**src/rtl/alu_exec_ctrl.sv**
```systemverilog
`default_nettype none
// ============================================================================
// Module      : alu_exec_ctrl
// Description : Multi-cycle sequencer: register-file operand fetch, ALU
//               execute, 8/16-bit writeback and processor flags register.
// Revision    : 1.0 - initial release
// ============================================================================
module alu_exec_ctrl #(
    parameter int WIDTH       = 8,
    parameter int IDX_WIDTH   = 4,
    parameter int OPER_WIDTH  = 5,
    parameter int FLAGS_WIDTH = 4
) (
    input  logic                   clk,
    input  logic                   reset,
    input  logic                   start,
    input  logic [OPER_WIDTH-1:0]  op,
    input  logic                   op_is_pair,
    input  logic                   op_no_wb,
    input  logic [IDX_WIDTH-1:0]   ra_idx,
    input  logic [IDX_WIDTH-1:0]   rb_idx,
    input  logic [IDX_WIDTH-1:0]   rd_idx,
    input  logic                   flags_wr,
    input  logic [FLAGS_WIDTH-1:0] flags_wr_data,
    output logic                   busy,
    output logic                   done,
    output logic [FLAGS_WIDTH-1:0] flags_out,
    output logic [IDX_WIDTH-1:0]   rf_rd_a_idx,
    output logic [IDX_WIDTH-1:0]   rf_rd_b_idx,
    input  logic [WIDTH-1:0]       rf_rd_a_data,
    input  logic [WIDTH-1:0]       rf_rd_b_data,
    output logic                   rf_we,
    output logic [IDX_WIDTH-1:0]   rf_wr_idx,
    output logic [WIDTH-1:0]       rf_wr_data,
    output logic [OPER_WIDTH-1:0]  alu_oper,
    output logic [WIDTH-1:0]       alu_a_in_lo,
    output logic [WIDTH-1:0]       alu_a_in_hi,
    output logic [WIDTH-1:0]       alu_b_in,
    output logic [FLAGS_WIDTH-1:0] alu_proc_flags_in,
    input  logic [WIDTH-1:0]       alu_out_lo,
    input  logic [WIDTH-1:0]       alu_out_hi,
    input  logic [FLAGS_WIDTH-1:0] alu_proc_flags_out
);

    localparam logic [2:0] c_IDLE  = 3'd0;
    localparam logic [2:0] c_RD0   = 3'd1;
    localparam logic [2:0] c_RD1   = 3'd2;
    localparam logic [2:0] c_RD2   = 3'd3;
    localparam logic [2:0] c_EX    = 3'd4;
    localparam logic [2:0] c_WB_LO = 3'd5;
    localparam logic [2:0] c_WB_HI = 3'd6;
    localparam logic [2:0] c_DONE  = 3'd7;

    localparam logic [IDX_WIDTH-1:0] c_IDX_ONE = IDX_WIDTH'(1);

    logic [2:0]             r_state_q,      w_state_d;
    logic [OPER_WIDTH-1:0]  r_oper_q,       w_oper_d;
    logic                   r_pair_q,       w_pair_d;
    logic                   r_no_wb_q,      w_no_wb_d;
    logic [IDX_WIDTH-1:0]   r_ra_q,         w_ra_d;
    logic [IDX_WIDTH-1:0]   r_rb_q,         w_rb_d;
    logic [IDX_WIDTH-1:0]   r_rd_q,         w_rd_d;
    logic [WIDTH-1:0]       r_a_lo_q,       w_a_lo_d;
    logic [WIDTH-1:0]       r_a_hi_q,       w_a_hi_d;
    logic [WIDTH-1:0]       r_b_q,          w_b_d;
    logic [WIDTH-1:0]       r_res_lo_q,     w_res_lo_d;
    logic [WIDTH-1:0]       r_res_hi_q,     w_res_hi_d;
    logic [FLAGS_WIDTH-1:0] r_flags_q,      w_flags_d;
    logic                   r_busy_q,       w_busy_d;
    logic                   r_done_q,       w_done_d;
    logic                   r_rf_we_q,      w_rf_we_d;
    logic [IDX_WIDTH-1:0]   r_rf_wr_idx_q,  w_rf_wr_idx_d;
    logic [WIDTH-1:0]       r_rf_wr_data_q, w_rf_wr_data_d;

    always_comb begin
        w_state_d  = r_state_q;
        w_oper_d   = r_oper_q;
        w_pair_d   = r_pair_q;
        w_no_wb_d  = r_no_wb_q;
        w_ra_d     = r_ra_q;
        w_rb_d     = r_rb_q;
        w_rd_d     = r_rd_q;
        w_a_lo_d   = r_a_lo_q;
        w_a_hi_d   = r_a_hi_q;
        w_b_d      = r_b_q;
        w_res_lo_d = r_res_lo_q;
        w_res_hi_d = r_res_hi_q;
        w_flags_d  = r_flags_q;

        case (r_state_q)
            c_IDLE: begin
                // Flag load lands first so a same-cycle op sees the new flags.
                if (flags_wr) w_flags_d = flags_wr_data;
                if (start) begin
                    w_oper_d  = op;
                    w_pair_d  = op_is_pair;
                    w_no_wb_d = op_no_wb;
                    w_ra_d    = ra_idx;
                    w_rb_d    = rb_idx;
                    w_rd_d    = rd_idx;
                    w_a_hi_d  = '0;
                    w_state_d = c_RD0;
                end
            end
            c_RD0: w_state_d = c_RD1;
            c_RD1: begin
                w_a_lo_d  = rf_rd_a_data;
                w_b_d     = rf_rd_b_data;
                w_state_d = r_pair_q ? c_RD2 : c_EX;
            end
            c_RD2: begin
                w_a_hi_d  = rf_rd_a_data;
                w_state_d = c_EX;
            end
            c_EX: begin
                w_res_lo_d = alu_out_lo;
                w_res_hi_d = alu_out_hi;
                w_flags_d  = alu_proc_flags_out;
                w_state_d  = r_no_wb_q ? c_DONE : c_WB_LO;
            end
            c_WB_LO: w_state_d = r_pair_q ? c_WB_HI : c_DONE;
            c_WB_HI: w_state_d = c_DONE;
            c_DONE:  w_state_d = c_IDLE;
            default: w_state_d = c_IDLE;
        endcase

        // Status and write-port outputs are registered from the next state so
        // rf_we comes straight off a flop and cannot glitch.
        w_busy_d       = (w_state_d != c_IDLE);
        w_done_d       = (w_state_d == c_DONE);
        w_rf_we_d      = (w_state_d == c_WB_LO) || (w_state_d == c_WB_HI);
        w_rf_wr_idx_d  = (w_state_d == c_WB_HI) ? (w_rd_d + c_IDX_ONE) : w_rd_d;
        w_rf_wr_data_d = (w_state_d == c_WB_HI) ? w_res_hi_d : w_res_lo_d;
    end

    always_ff @(posedge clk) begin
        if (reset) begin
            r_state_q      <= c_IDLE;
            r_oper_q       <= '0;
            r_pair_q       <= 1'b0;
            r_no_wb_q      <= 1'b0;
            r_ra_q         <= '0;
            r_rb_q         <= '0;
            r_rd_q         <= '0;
            r_a_lo_q       <= '0;
            r_a_hi_q       <= '0;
            r_b_q          <= '0;
            r_res_lo_q     <= '0;
            r_res_hi_q     <= '0;
            r_flags_q      <= '0;
            r_busy_q       <= 1'b0;
            r_done_q       <= 1'b0;
            r_rf_we_q      <= 1'b0;
            r_rf_wr_idx_q  <= '0;
            r_rf_wr_data_q <= '0;
        end else begin
            r_state_q      <= w_state_d;
            r_oper_q       <= w_oper_d;
            r_pair_q       <= w_pair_d;
            r_no_wb_q      <= w_no_wb_d;
            r_ra_q         <= w_ra_d;
            r_rb_q         <= w_rb_d;
            r_rd_q         <= w_rd_d;
            r_a_lo_q       <= w_a_lo_d;
            r_a_hi_q       <= w_a_hi_d;
            r_b_q          <= w_b_d;
            r_res_lo_q     <= w_res_lo_d;
            r_res_hi_q     <= w_res_hi_d;
            r_flags_q      <= w_flags_d;
            r_busy_q       <= w_busy_d;
            r_done_q       <= w_done_d;
            r_rf_we_q      <= w_rf_we_d;
            r_rf_wr_idx_q  <= w_rf_wr_idx_d;
            r_rf_wr_data_q <= w_rf_wr_data_d;
        end
    end

    // RD1 fetches the pair's high half; the index wraps r15 -> r0.
    assign rf_rd_a_idx       = (r_state_q == c_RD1) ? (r_ra_q + c_IDX_ONE) : r_ra_q;
    assign rf_rd_b_idx       = r_rb_q;
    assign busy              = r_busy_q;
    assign done              = r_done_q;
    assign flags_out         = r_flags_q;
    assign rf_we             = r_rf_we_q;
    assign rf_wr_idx         = r_rf_wr_idx_q;
    assign rf_wr_data        = r_rf_wr_data_q;
    assign alu_oper          = r_oper_q;
    assign alu_a_in_lo       = r_a_lo_q;
    assign alu_a_in_hi       = r_a_hi_q;
    assign alu_b_in          = r_b_q;
    assign alu_proc_flags_in = r_flags_q;

endmodule
`default_nettype wire

```
**config.mk**
```make
export PLATFORM = sky130hd
export DESIGN_NAME = alu_exec_ctrl
export DESIGN_NICKNAME = d
export VERILOG_FILES = /design/src/rtl/alu_exec_ctrl.sv
export SDC_FILE = /design/constraint.sdc
export NUM_CORES = 1
export LEC_CHECK = 0
export ABC_AREA = 1
export CAP_MARGIN = 20
export CORE_MARGIN = 3
export CORE_UTILIZATION = 48
export CTS_CLUSTER_DIAMETER = 40
export DETAILED_ROUTE_END_ITERATION = 10
export PLACE_DENSITY = 0.86
export SLEW_MARGIN = 20
export SYNTH_ARGS = -nofsm -noshare
export SYNTH_HDL_FRONTEND = slang
export SYNTH_SLANG_ARGS = --single-unit
```
**constraint.sdc**
```tcl
create_clock -name clk -period 4.6 [get_ports clk]
set_clock_uncertainty 0.1 [all_clocks]
set_input_delay 0.69 -clock clk [delete_from_list [all_inputs] [get_ports clk]]
set_output_delay 0.69 -clock clk [all_outputs]
set_load 0.01 [all_outputs]
```
### Word-level counts from Yosys, hierarchy flattened

Index checks and enable logic that the tools add are counted.

| storage, ports and cells | value |
|---|---|
| register bits after elaboration | 81 |
| bits in latches | 0 |
| bits in writable memories | 0 |
| memory bits (read-only) | 0 |
| bits of input ports | 63 |
| word-level logic and storage cells | 56 |
| memories | 0 |

| cells by class | value |
|---|---|
| $add $sub $neg | 2 |
| multiply operators | 0 |
| div/mod/pow operators | 0 |
| order comparisons | 0 |
| equality and inequality tests | 12 |
| shifts and indexed selects | 0 |
| multiplexer cells | 16 |
| bitwise operators | 0 |
| reductions and logical operators | 8 |

Operators by type and width:

| operator | number |
|---|---|
| 8-bit 2-to-1 mux | 4 |
| 3-bit one-hot mux with 8 select lines | 1 |
| 3-bit == test, second input constant | 7 |
| 4-bit 2-to-1 mux | 5 |
| 8-bit one-hot mux with 2 select lines | 1 |
| 4-bit by 1-bit adder with 4-bit output, second input constant | 2 |
| 4-bit one-hot mux with 2 select lines | 1 |
| 3-bit by 2-bit == test with 1-bit output, second input constant | 2 |
| 3-bit 2-to-1 mux | 2 |
| 2-bit AND reduction | 3 |
| 2-bit inequality test, second input constant | 2 |
| 2-bit nonzero test | 2 |
| 3-bit by 1-bit == test with 1-bit output, second input constant | 1 |
| 3-bit zero test | 1 |
| 3-bit nonzero test | 1 |
| 2-bit 2-to-1 mux | 1 |
| 1-bit logical OR | 1 |
| 1-bit 2-to-1 mux | 1 |

### Logic depth before layout (Yosys ltp)

Gate-level depths: netlist (run 1).

| logic depth | value |
|---|---|
| word-level depth | 4 |
| depth in mapped cells | 10 |

### Least setup slack after synthesis (run 1)

Ideal clock, no wire load.

| path | value |
|---|---|
| kind | flip-flop to output port |
| start point | register r_state_q[1] |
| end point | output port rf_rd_a_idx[3] |
| arrival | 1.194 ns |
| data required time | 3.810 ns |
| path slack | 2.616 ns |
| stages on the path, launching flop included | 6 |
| path buffers | 1 |
| cells stage by stage | dfxtp_1 -> nand3_4 -> inv_2 -> buf_4 -> nand4_1 -> xnor2_1 |

| on the way | value |
|---|---|
| word-level cells in the longest chain between the ends | 2 |

Ends and longest elaborated chain:

| item | line | source |
|---|---|---|
| from (decl) | 56 | `logic [2:0] r_state_q, w_state_d;` |
| from (signal assigned) | 138 | `r_state_q <= c_IDLE;` |
| from (signal assigned) | 157 | `r_state_q <= w_state_d;` |
| 3-bit by 2-bit == test with 1-bit output | 179 | `assign rf_rd_a_idx = (r_state_q == c_RD1) ? (r_ra_q + c_IDX_ONE) : r_ra_q;` |
| 4-bit 2-to-1 mux | 179 |  |
| to (decl) | 28 | `output logic [IDX_WIDTH-1:0] rf_rd_a_idx,` |

No other way between the ends.

### Worst setup path after layout (run 1)

| path | value |
|---|---|
| start point | register r_state_q[2] |
| end point | output port rf_rd_a_idx[3] |

The elaborated chain is that of the path after synthesis.

==> summary.txt, run 1 <==
CTS
  – CTS Hold Bufs: 0
  – Clock Pin Slew Worst Setup and Hold Paths: 90 ps
  – Clk buf depth: 2
  – Clock sink count: 81
  – Root buf cell: clkbuf_8
  – Post-CTS resize count: 0
  – H-tree depth: 3
  – TritonCTS Buffers: 9
  – Clk Latency, worst-skew pair: 360 ps
  – Setup bufs post-CTS: 0
  – TritonCTS clock tree: done

Job
  – Max Cap Viol: 0

Run status
  – Status: finished, final reports clean

GRT
  – Pin count of the biggest net entering global routing: 62
  – GR Overflow Total: 0
  – Top Usage Layer GRT: met2
  – Gr usage total: 21.61%
  – Met2 Track Usage GR: 38.18%
  – Antenna violations before repair: 0
  – Grt met3 use: 5.899%
  – First-pass GRT wire length: 13450 um
  – Met1 usage: 25.24%
  – Via count of the first global-routing pass: 2903

Critical path
  – Worst endpoint data arrival time: 2670 ps
  – CP Class: reg -> out
  – R2R setup slack: 2460 ps
  – R2R depth: 8
  – Worst-path fanout max: 21
  – Most used cell along the critical path: inv_2
  – CP startpoint: r_state_q[2]$_SDFF_PP0_
  – Worst r2r src: r_state_q[2]$_SDFF_PP0_
  – Slowest cell on crit path: clkdlybuf4s50_1
  – CP endpoint: rf_rd_a_idx[3]
  – Worst Path Required: 3810 ps
  – Max incr delay on CP: 550 ps
  – R2r endpoint: rf_wr_idx[2]$_SDFF_PP0_
  – CP Capture Type: output port
  – Cells along the critical path: inv_2, nand3_4, inv_2, nand4_1, xnor2_1, clkdlybuf4s50_1
  – Crit start category: register

Placement
  – HPWL after DPL: 5918 um
  – DP Cell Count: 588
  – Gpl congestion: 0.8268
  – Number of port buffers: 122

Drt
  – Via count: 3029
  – Post-Route WL: 8229 um
  – Via density: 5.015
  – Starting DRT DRC Count: 152
  – DRT antenna net count: 0
  – Drt drc: 0
  – DR WL/cell: 13.62 um
  – TritonRoute pass-1 iters: 4

STA
  – Max Clock Freq: 289.4 MHz
  – Period utilization: 75.12%
  – WHS: 369.0 ps
  – Post-layout min period: 3455 ps
  – Final Slew Violations: 0
  – Setup TNS: 0 ps
  – Finish-stage setup viols: 0
  – RSZ-0062 raised after global routing: false
  – Final Hold Fails: 0
  – Worst slew pin tran: 619.5 ps
  – Headroom to the max-slew limit: 58.70%

Logic synthesis
  – Post-synth EDFFs: 0
  – Largest family of logic cells by synthesized area: simple AND/OR/NAND/NOR gates
  – Mapped Area: 0.003313 mm2
  – Simple-gate share of the synthesized area: 25.42%
  – Mux cell area share after synthesis: 2.417%
  – Post-synthesis xor/xnor area fraction: 0.7931%
  – Adder-Cell Fraction of Synth Area: 0.7553%
  – Async SR Flop Fraction: 0%
  – Post-synthesis sequential element count: 81
  – Number of distinct library cells after synthesis: 33
  – Main flop type after synthesis: dfxtp_1
  – Synth warnings: 0
  – Post-synthesis sequential area ratio: 48.94%
  – Syn_nets: 480
  – Post-Syn Instances: 415
  – Synth Area per Inst: 7.984 um2
  – Synth Area in Compound Gates: 12.92%

Power
  – Peak supply drop: 270.5 uV
  – Leakage dissipation: 0.001901 uW
  – Pwr per Cell Area: 380.9 mW/mm2

Finish
  – Share of layout cells above drive strength 1: 8.729%
  – Non-filler cells, final: 604
  – Filler Cell Count: 545
  – Area delta synth->final: 40.03%
  – Nets@finish: 587
  – Diodes inserted: 0
  – FF+latch area: 0.001622 mm2
  – Multi-input gate area in the final layout: 0.001401 mm2
  – Final Util: 71.03%

Floorplanning
  – Rows: 29
  – Core Area: 0.006531 mm2
  – Die width: 89.08 um
  – IO Pins: 123
  – Die Height: 89.08 um
  – DIE AREA: 0.007935 mm2
  – Initial Util: 50.73%

Min path
  – Hold WC Path Type: reg -> reg
==> synth_stat cells, types with 2 or more instances <==
cell type | number | area [um2]
nand2_4 | 3 | 33.78
nor2_2 | 3 | 18.77
clkbuf_1 | 8 | 30.03
dfxtp_1 | 81 | 1622
nand4_1 | 2 | 12.51
nand2_2 | 3 | 18.77
mux2i_1 | 8 | 80.08
nand3_1 | 38 | 190.2
a21oi_1 | 50 | 250.2
a21oi_2 | 5 | 43.79
nand3_2 | 3 | 30.03
nor2_4 | 2 | 22.52
o21ai_2 | 2 | 17.52
ha_1 | 2 | 25.02
buf_2 | 6 | 30.03
inv_2 | 4 | 15.01
inv_1 | 23 | 86.33
o21ai_0 | 9 | 45.04
o21ai_1 | 10 | 50.05
xor2_1 | 2 | 17.52
nand2_1 | 105 | 394.1
buf_6 | 6 | 67.56
nor2_1 | 25 | 93.84
buf_4 | 6 | 45.04
==> worst max-delay path: cells and delay by family, from the launching register on <==
family,cells,cell delay [ps]
buffers and inverters,3,1240
DFF,1,460
and+or+nand+nor,2,440
xor gates and xnor gates,1,160
==> cells in the final DEF (no fill, tap or decap), drive strengths merged <==
cell type      Yosys  final
clkdlybuf4s50      0    121
nand2            111    111
dfxtp             81     81
a21oi             55     55
nand3             42     42
inv               27     32
nor2              30     30
o21ai             21     21
clkbuf             8      9
mux2i              8      8
clkinv             2      3
xor2               2      2
nand4              2      2
ha                 2      2
buf               19      2
xnor2              1      1
o211ai             1      1
a31oi              1      1
nor3               1      1
o21bai             1      1
clkinvlp           0      1
==> per-stage QoR <==
| step | worst slack, ps | instance area [um2] | power, uW |
|---|---|---|---|
| after CTS | 1110 | 4639 | 1781 |
| after global routing | 915.2 | 4639 | 1870 |
| final | 1145 | 4639 | 1767 |
| after detailed placement | 1500 | 4457 | 1296 |
| after global placement | 1581 | 4457 | 1281 |
| after floorplan | 2616 | 3313 | 1107 |
==> final cells by class <==
class | instances | share of cell area, %
repair buffers | 123 | 26.38
clock buffers | 9 | 2.670
inverters | 29 | 2.454
multi-input cells | 278 | 30.20
clock inverters | 7 | 1.268
well taps | 77 | 2.077
flip-flops and latches | 81 | 34.95
==> where the power goes <==
group,switching (uW),internal [uW],total (uW)
registers,40.4,773,813
clock network,283,206,489
logic,246,218,465
total,570,1200,1770
==> metal layers <==
layer / vias to the layer above / share of wire, %
met5: - / 0
met1: 1370 / 42
li1: 1562 / -
met3: 14 / 5.4
met2: 83 / 51
met4: 0 / 1.8
==> flip-flops by register name, summed over array words and instances, names as in the netlist, 3 cells and up <==
signal,count
r_ra_q,4
alu_a_in_lo,8
rf_wr_data,8
r_state_q,3
alu_a_in_hi,8
alu_oper,5
r_res_lo_q,8
r_rd_q,4
rf_rd_b_idx,4
alu_b_in,8
alu_proc_flags_in,4
r_res_hi_q,8
rf_wr_idx,4
==> worst min-delay path by stage <==
stage / start / endpoint / slack [ps] / cells after the start
after floorplan: r_no_wb_q$_SDFFE_PP0P_ / r_no_wb_q$_SDFFE_PP0P_ / 360 / 2
after global placement: alu_b_in[6]$_SDFFE_PP0N_ / alu_b_in[6]$_SDFFE_PP0N_ / 350 / 2
after detailed placement: alu_a_in_lo[0]$_SDFFE_PP0N_ / alu_a_in_lo[0]$_SDFFE_PP0N_ / 360 / 2
after CTS: alu_a_in_lo[0]$_SDFFE_PP0N_ / alu_a_in_lo[0]$_SDFFE_PP0N_ / 370 / 2
after global routing: alu_a_in_lo[6]$_SDFFE_PP0N_ / alu_a_in_lo[6]$_SDFFE_PP0N_ / 380 / 2
final: alu_a_in_lo[0]$_SDFFE_PP0N_ / alu_a_in_lo[0]$_SDFFE_PP0N_ / 370 / 2
==> logic make-up after synthesis <==
group / count (synthesis)
AO/OA/AOI/OAI: 79
AND/OR/NAND/NOR: 186
adder cells (fa/ha/maj): 2
flip-flops: 81
buffers and inverters: 56
XOR/XNOR: 3
multiplexers: 8
(Power assumes the default switching activity.)
==> run 2: changes to the inputs <==
--- a/config.mk
+++ b/config.mk
@@ -8,10 +8,10 @@
 export ABC_AREA = 1
 export CAP_MARGIN = 20
 export CORE_MARGIN = 3
-export CORE_UTILIZATION = 48
+export CORE_UTILIZATION = 44
 export CTS_CLUSTER_DIAMETER = 40
 export DETAILED_ROUTE_END_ITERATION = 10
-export PLACE_DENSITY = 0.86
+export PLACE_DENSITY = 0.8
 export SLEW_MARGIN = 20
 export SYNTH_ARGS = -nofsm -noshare
 export SYNTH_HDL_FRONTEND = slang
==> constraint.sdc (replaced) <==
create_clock -name clk -period 3.5 [get_ports clk]
set_clock_uncertainty 0.1 [all_clocks]
set_input_delay 0.525 -clock clk [delete_from_list [all_inputs] [get_ports clk]]
set_output_delay 0.525 -clock clk [all_outputs]
set_load 0.01 [all_outputs]
==> summary.txt, run 2 (same netlist as run 1, synthesis figures left out) <==
Drt
  – Via count: 3108
  – DRT antenna net count: 0
  – Post-Route WL: 8324 um
  – Drt drc: 0
  – Starting DRT DRC Count: 86
  – TritonRoute pass-1 iters: 4
  – Via density: 4.949
  – DR WL/cell: 13.25 um

CTS
  – Root buf cell: clkbuf_8
  – Clock Pin Slew Worst Setup and Hold Paths: 80 ps
  – TritonCTS clock tree: done
  – Setup bufs post-CTS: 0
  – Clock sink count: 81
  – Clk Latency, worst-skew pair: 350 ps
  – CTS Hold Bufs: 0
  – TritonCTS Buffers: 9
  – H-tree depth: 3
  – Clk buf depth: 2
  – Post-CTS resize count: 0

Power
  – Sw frac: 31.62%
  – Pwr per Cell Area: 495.9 mW/mm2
  – Int Pwr: 1590 uW
  – Leakage dissipation: 0.001907 uW
  – Comb pwr share: 26.4%
  – Peak supply drop: 299.1 uV
  – Sequential power share: 46.0%
  – NetSw: 734.9 uW
  – Clk pwr share: 27.6%
  – Tot Pwr: 2324 uW

Floorplanning
  – Initial Util: 45.44%
  – Rows: 31
  – DIE AREA: 0.008607 mm2
  – IO Pins: 123
  – Die width: 92.78 um
  – Core Area: 0.007292 mm2
  – Die Height: 92.78 um

STA
  – Worst slew pin tran: 644.7 ps
  – Setup TNS: 0 ps
  – Final Slew Violations: 0
  – Final Hold Fails: 0
  – Post-layout min period: 3036 ps
  – RSZ-0062 raised after global routing: false
  – Max Clock Freq: 329.4 MHz
  – Finish-stage setup viols: 0
  – Period utilization: 86.73%
  – Headroom to the max-slew limit: 57.02%

Job
  – Max Cap Viol: 0

Finish
  – Final Cell Area: 0.004687 mm2
  – Filler Cell Count: 640
  – FF+latch area: 0.001622 mm2
  – Area delta synth->final: 41.47%
  – Nets@finish: 589
  – Share of layout cells above drive strength 1: 9.074%
  – Multi-input gate area in the final layout: 0.001401 mm2
  – Diodes inserted: 0
  – Most common cell after layout, fill and taps aside: clkdlybuf4s50_1
  – Commonest cells after routing, fill and taps aside: 121 x clkdlybuf4s50_1, 105 x nand2_1, 81 x dfxtp_1

Critical path
  – R2R depth: 9
  – Worst-path fanout max: 21
  – R2R setup slack: 1280 ps
  – CP Capture Type: output port
  – CP startpoint: r_state_q[2]$_SDFF_PP0_
  – CP endpoint: rf_rd_a_idx[3]
  – Worst Path Required: 2870 ps
  – Crit start category: register
  – CP Class: reg -> out
  – R2r endpoint: rf_wr_idx[2]$_SDFF_PP0_
  – Worst r2r src: r_state_q[2]$_SDFF_PP0_
  – Worst endpoint data arrival time: 2410 ps

Placement
  – DP Area: 0.004499 mm2
  – HPWL after DPL: 5990 um
  – Gpl congestion: 0.8258
  – Number of port buffers: 122

GRT
  – Gr usage total: 19.47%
  – First-pass GRT wire length: 13520 um
  – Pin count of the biggest net entering global routing: 62
  – GR Overflow Total: 0
  – Via count of the first global-routing pass: 2931
  – Antenna violations before repair: 0

Min path
  – Hold WC Path Type: reg -> reg
  – HP Start: alu_oper[0]$_SDFFE_PP0P_

Run status
  – Status: finished, final reports clean
[run 2: cell types whose count changed in the layout (fill, tap and decap cells not counted), sizes merged]
| cell | previous run | this run |
|---|---|---|
| buf | 2 | 4 |
| clkbuf | 9 | 10 |
| clkinv | 3 | 4 |
| clkinvlp | 1 | 2 |
| inv | 32 | 29 |
[run 2: layer usage]
layer	share of wire, %	track usage [%]
met2	50	34.31
met5	0	0
met1	40	22.76
met4	1.9	6.716
met3	7.6	5.037
[run 2: through the flow]
step           hold WS [ps]  cells  setup slack [ps]  util, %
2_1_floorplan         355.9    415              1681        -
3_3_place_gp          352.4    612             901.8    61.70
3_5_place_dp          357.7    612             825.2    61.70
4_1_cts               370.5    628             432.9    64.28
5_1_grt               394.5    628             307.9    64.28
6_report              370.3    628             464.5    64.28
[run 2: worst min path at each step]
stage	to	slack [ps]	cells past startpoint
detailed placement	alu_oper[0]$_SDFFE_PP0P_	360	2
finish	alu_oper[0]$_SDFFE_PP0P_	370	2
global route	rf_rd_b_idx[3]$_SDFFE_PP0P_	390	2
CTS	alu_oper[0]$_SDFFE_PP0P_	370	2
global placement	alu_oper[0]$_SDFFE_PP0P_	350	2
floorplan	r_no_wb_q$_SDFFE_PP0P_	360	2
[run 2: critical path, stage by stage (launching register included)]
cell and delay (ps):
dfxtp_1 470, inv_2 150, nand3_4 220, inv_2 340
nand4_1 170, xnor2_1 170, clkdlybuf4s50_1 550
[run 2: area by class of cell]
| class | instances | area share (%) |
|---|---|---|
| inverter | 29 | 2.429 |
| timing repair buffer | 125 | 26.43 |
| tap | 99 | 2.643 |
| sequential | 81 | 34.60 |
| multi-input combinational | 278 | 29.90 |
| clock buffer | 10 | 2.936 |
| clock inverter | 6 | 1.068 |
[run 2: power groups by stage]
stage | sequential, uW | clock [uW] | combinational [uW]
3_3_place_gp | 1090 | 0 | 603
3_5_place_dp | 1090 | 0 | 617
5_1_grt | 1080 | 693 | 680
2_1_floorplan | 1110 | 0 | 349
6_report | 1070 | 641 | 614
4_1_cts | 1070 | 659 | 620
==> run 3: changes to the inputs <==
--- a/config.mk
+++ b/config.mk
@@ -11,6 +11,7 @@
 export CORE_UTILIZATION = 44
 export CTS_CLUSTER_DIAMETER = 40
 export DETAILED_ROUTE_END_ITERATION = 10
+export MAX_ROUTING_LAYER = met4
 export PLACE_DENSITY = 0.8
 export SLEW_MARGIN = 20
 export SYNTH_ARGS = -nofsm -noshare
==> summary.txt, run 3 (same netlist as run 1, synthesis figures left out) <==
Floorplanning
  – Die width: 92.78 um
  – IO Pins: 123
  – Rows: 31
  – Initial Util: 45.44%
  – Core Area: 0.007292 mm2
  – Die Height: 92.78 um
  – DIE AREA: 0.008607 mm2

Placement
  – Number of port buffers: 122
  – HPWL after DPL: 5990 um
  – Gpl congestion: 0.8382
  – Setup Slack @ Placement: 825.2 ps

STA
  – Final Hold Fails: 0
  – Setup TNS: 0 ps
  – Post-layout min period: 3029 ps
  – Headroom to the max-slew limit: 56.97%
  – RSZ-0062 raised after global routing: false
  – Worst slew pin tran: 645.4 ps
  – Setup ws final: 471.2 ps
  – Max Clock Freq: 330.2 MHz
  – Final Slew Violations: 0
  – Finish-stage setup viols: 0
  – Period utilization: 86.54%

Finish
  – Most common cell after layout, fill and taps aside: clkdlybuf4s50_1
  – Diodes inserted: 0
  – Nets@finish: 589
  – Area delta synth->final: 41.47%
  – Commonest cells after routing, fill and taps aside: 121 x clkdlybuf4s50_1, 105 x nand2_1, 81 x dfxtp_1
  – FF+latch area: 0.001622 mm2
  – Share of layout cells above drive strength 1: 9.074%
  – Multi-input gate area in the final layout: 0.001401 mm2
  – Filler Cell Count: 640

Drt
  – Via density: 4.927
  – TritonRoute pass-1 iters: 4
  – Drt drc: 0
  – Starting DRT DRC Count: 84
  – Post-Route WL: 8358 um
  – DR WL/cell: 13.31 um
  – Via count: 3094
  – DRT antenna net count: 0

Power
  – Leakage dissipation: 0.001907 uW
  – Pwr per Cell Area: 494.8 mW/mm2
  – Peak supply drop: 296.8 uV

Critical path
  – CP endpoint: rf_rd_a_idx[3]
  – R2r endpoint: rf_wr_idx[2]$_SDFF_PP0_
  – Worst r2r src: r_state_q[2]$_SDFF_PP0_
  – Crit start category: register
  – CP Capture Type: output port
  – Worst Path Required: 2870 ps
  – Worst endpoint data arrival time: 2400 ps
  – R2R depth: 9
  – R2R setup slack: 1300 ps
  – CP startpoint: r_state_q[2]$_SDFF_PP0_
  – CP Class: reg -> out
  – Worst-path fanout max: 21

CTS
  – Setup bufs post-CTS: 0
  – CTS Hold Bufs: 0
  – Clock sink count: 81
  – Root buf cell: clkbuf_8
  – Clk buf depth: 2
  – TritonCTS Buffers: 9
  – Post-CTS resize count: 0
  – H-tree depth: 3
  – TritonCTS clock tree: done
  – Clk Latency, worst-skew pair: 340 ps
  – Clock Pin Slew Worst Setup and Hold Paths: 80 ps

GRT
  – Pin count of the biggest net entering global routing: 62
  – Antenna violations before repair: 0
  – Via count of the first global-routing pass: 2933
  – First-pass GRT wire length: 13530 um
  – GR Overflow Total: 0
  – Gr usage total: 20.02%

Job
  – Max Cap Viol: 0

Min path
  – Hold WC Path Type: reg -> reg

Run status
  – Status: finished, final reports clean
-- run 3: power by group --
group | leakage [uW] | switching (uW) | total [uW] | internal, uW
Clock | 0.0000895 | 353 | 637 | 284
Sequential | 0.000660 | 53.5 | 1070 | 1020
Combinational | 0.00116 | 324 | 613 | 290
Total | 0.00191 | 730 | 2320 | 1590
-- run 3: worst max-delay path, cell delays in order (launching register included) --
cell	delay (ps)
dfxtp_1	470
inv_2	150
nand3_4	220
inv_2	340
nand4_1	170
xnor2_1	170
clkdlybuf4s50_1	550
-- run 3: final cells by class --
| cell class | instances | share of cell area (%) |
|---|---|---|
| Sequential cell | 81 | 34.60 |
| Multi-Input combinational cell | 278 | 29.90 |
| Timing Repair Buffer | 125 | 26.43 |
| Clock buffer | 10 | 2.936 |
| Tap cell | 99 | 2.643 |
| Inverter | 29 | 2.429 |
| Clock inverter | 6 | 1.068 |
-- run 3: worst min path at each step --
stage | startpoint | to | slack, ps | cells after the start
floorplan | r_no_wb_q$_SDFFE_PP0P_ | r_no_wb_q$_SDFFE_PP0P_ | 360 | 2
global placement | alu_oper[0]$_SDFFE_PP0P_ | alu_oper[0]$_SDFFE_PP0P_ | 350 | 2
detailed placement | alu_oper[0]$_SDFFE_PP0P_ | alu_oper[0]$_SDFFE_PP0P_ | 360 | 2
CTS | alu_oper[0]$_SDFFE_PP0P_ | alu_oper[0]$_SDFFE_PP0P_ | 370 | 2
global route | rf_rd_b_idx[3]$_SDFFE_PP0P_ | rf_rd_b_idx[3]$_SDFFE_PP0P_ | 390 | 2
finish | alu_oper[0]$_SDFFE_PP0P_ | alu_oper[0]$_SDFFE_PP0P_ | 370 | 2
-- run 3: routing by layer --
metal	GRT usage [%]	wire (um)	vias to the layer above
li1	-	-	1559
met1	22.91	3418	1426
met2	34.37	4290	103
met3	5.524	586	6
met4	5.617	63	0
met5	-	0	-
-- run 3: per-stage QoR --
step	area [um2]	power (uW)	util [%]	cells	hold slack, ps
final	4687	2319	64.28	628	369.2
after global routing	4687	2454	64.28	628	394.8
after CTS	4687	2348	64.28	628	370.5
after detailed placement	4499	1707	61.70	612	357.7
after global placement	4499	1690	61.70	612	352.4
after floorplan	3313	1455	-	415	355.9
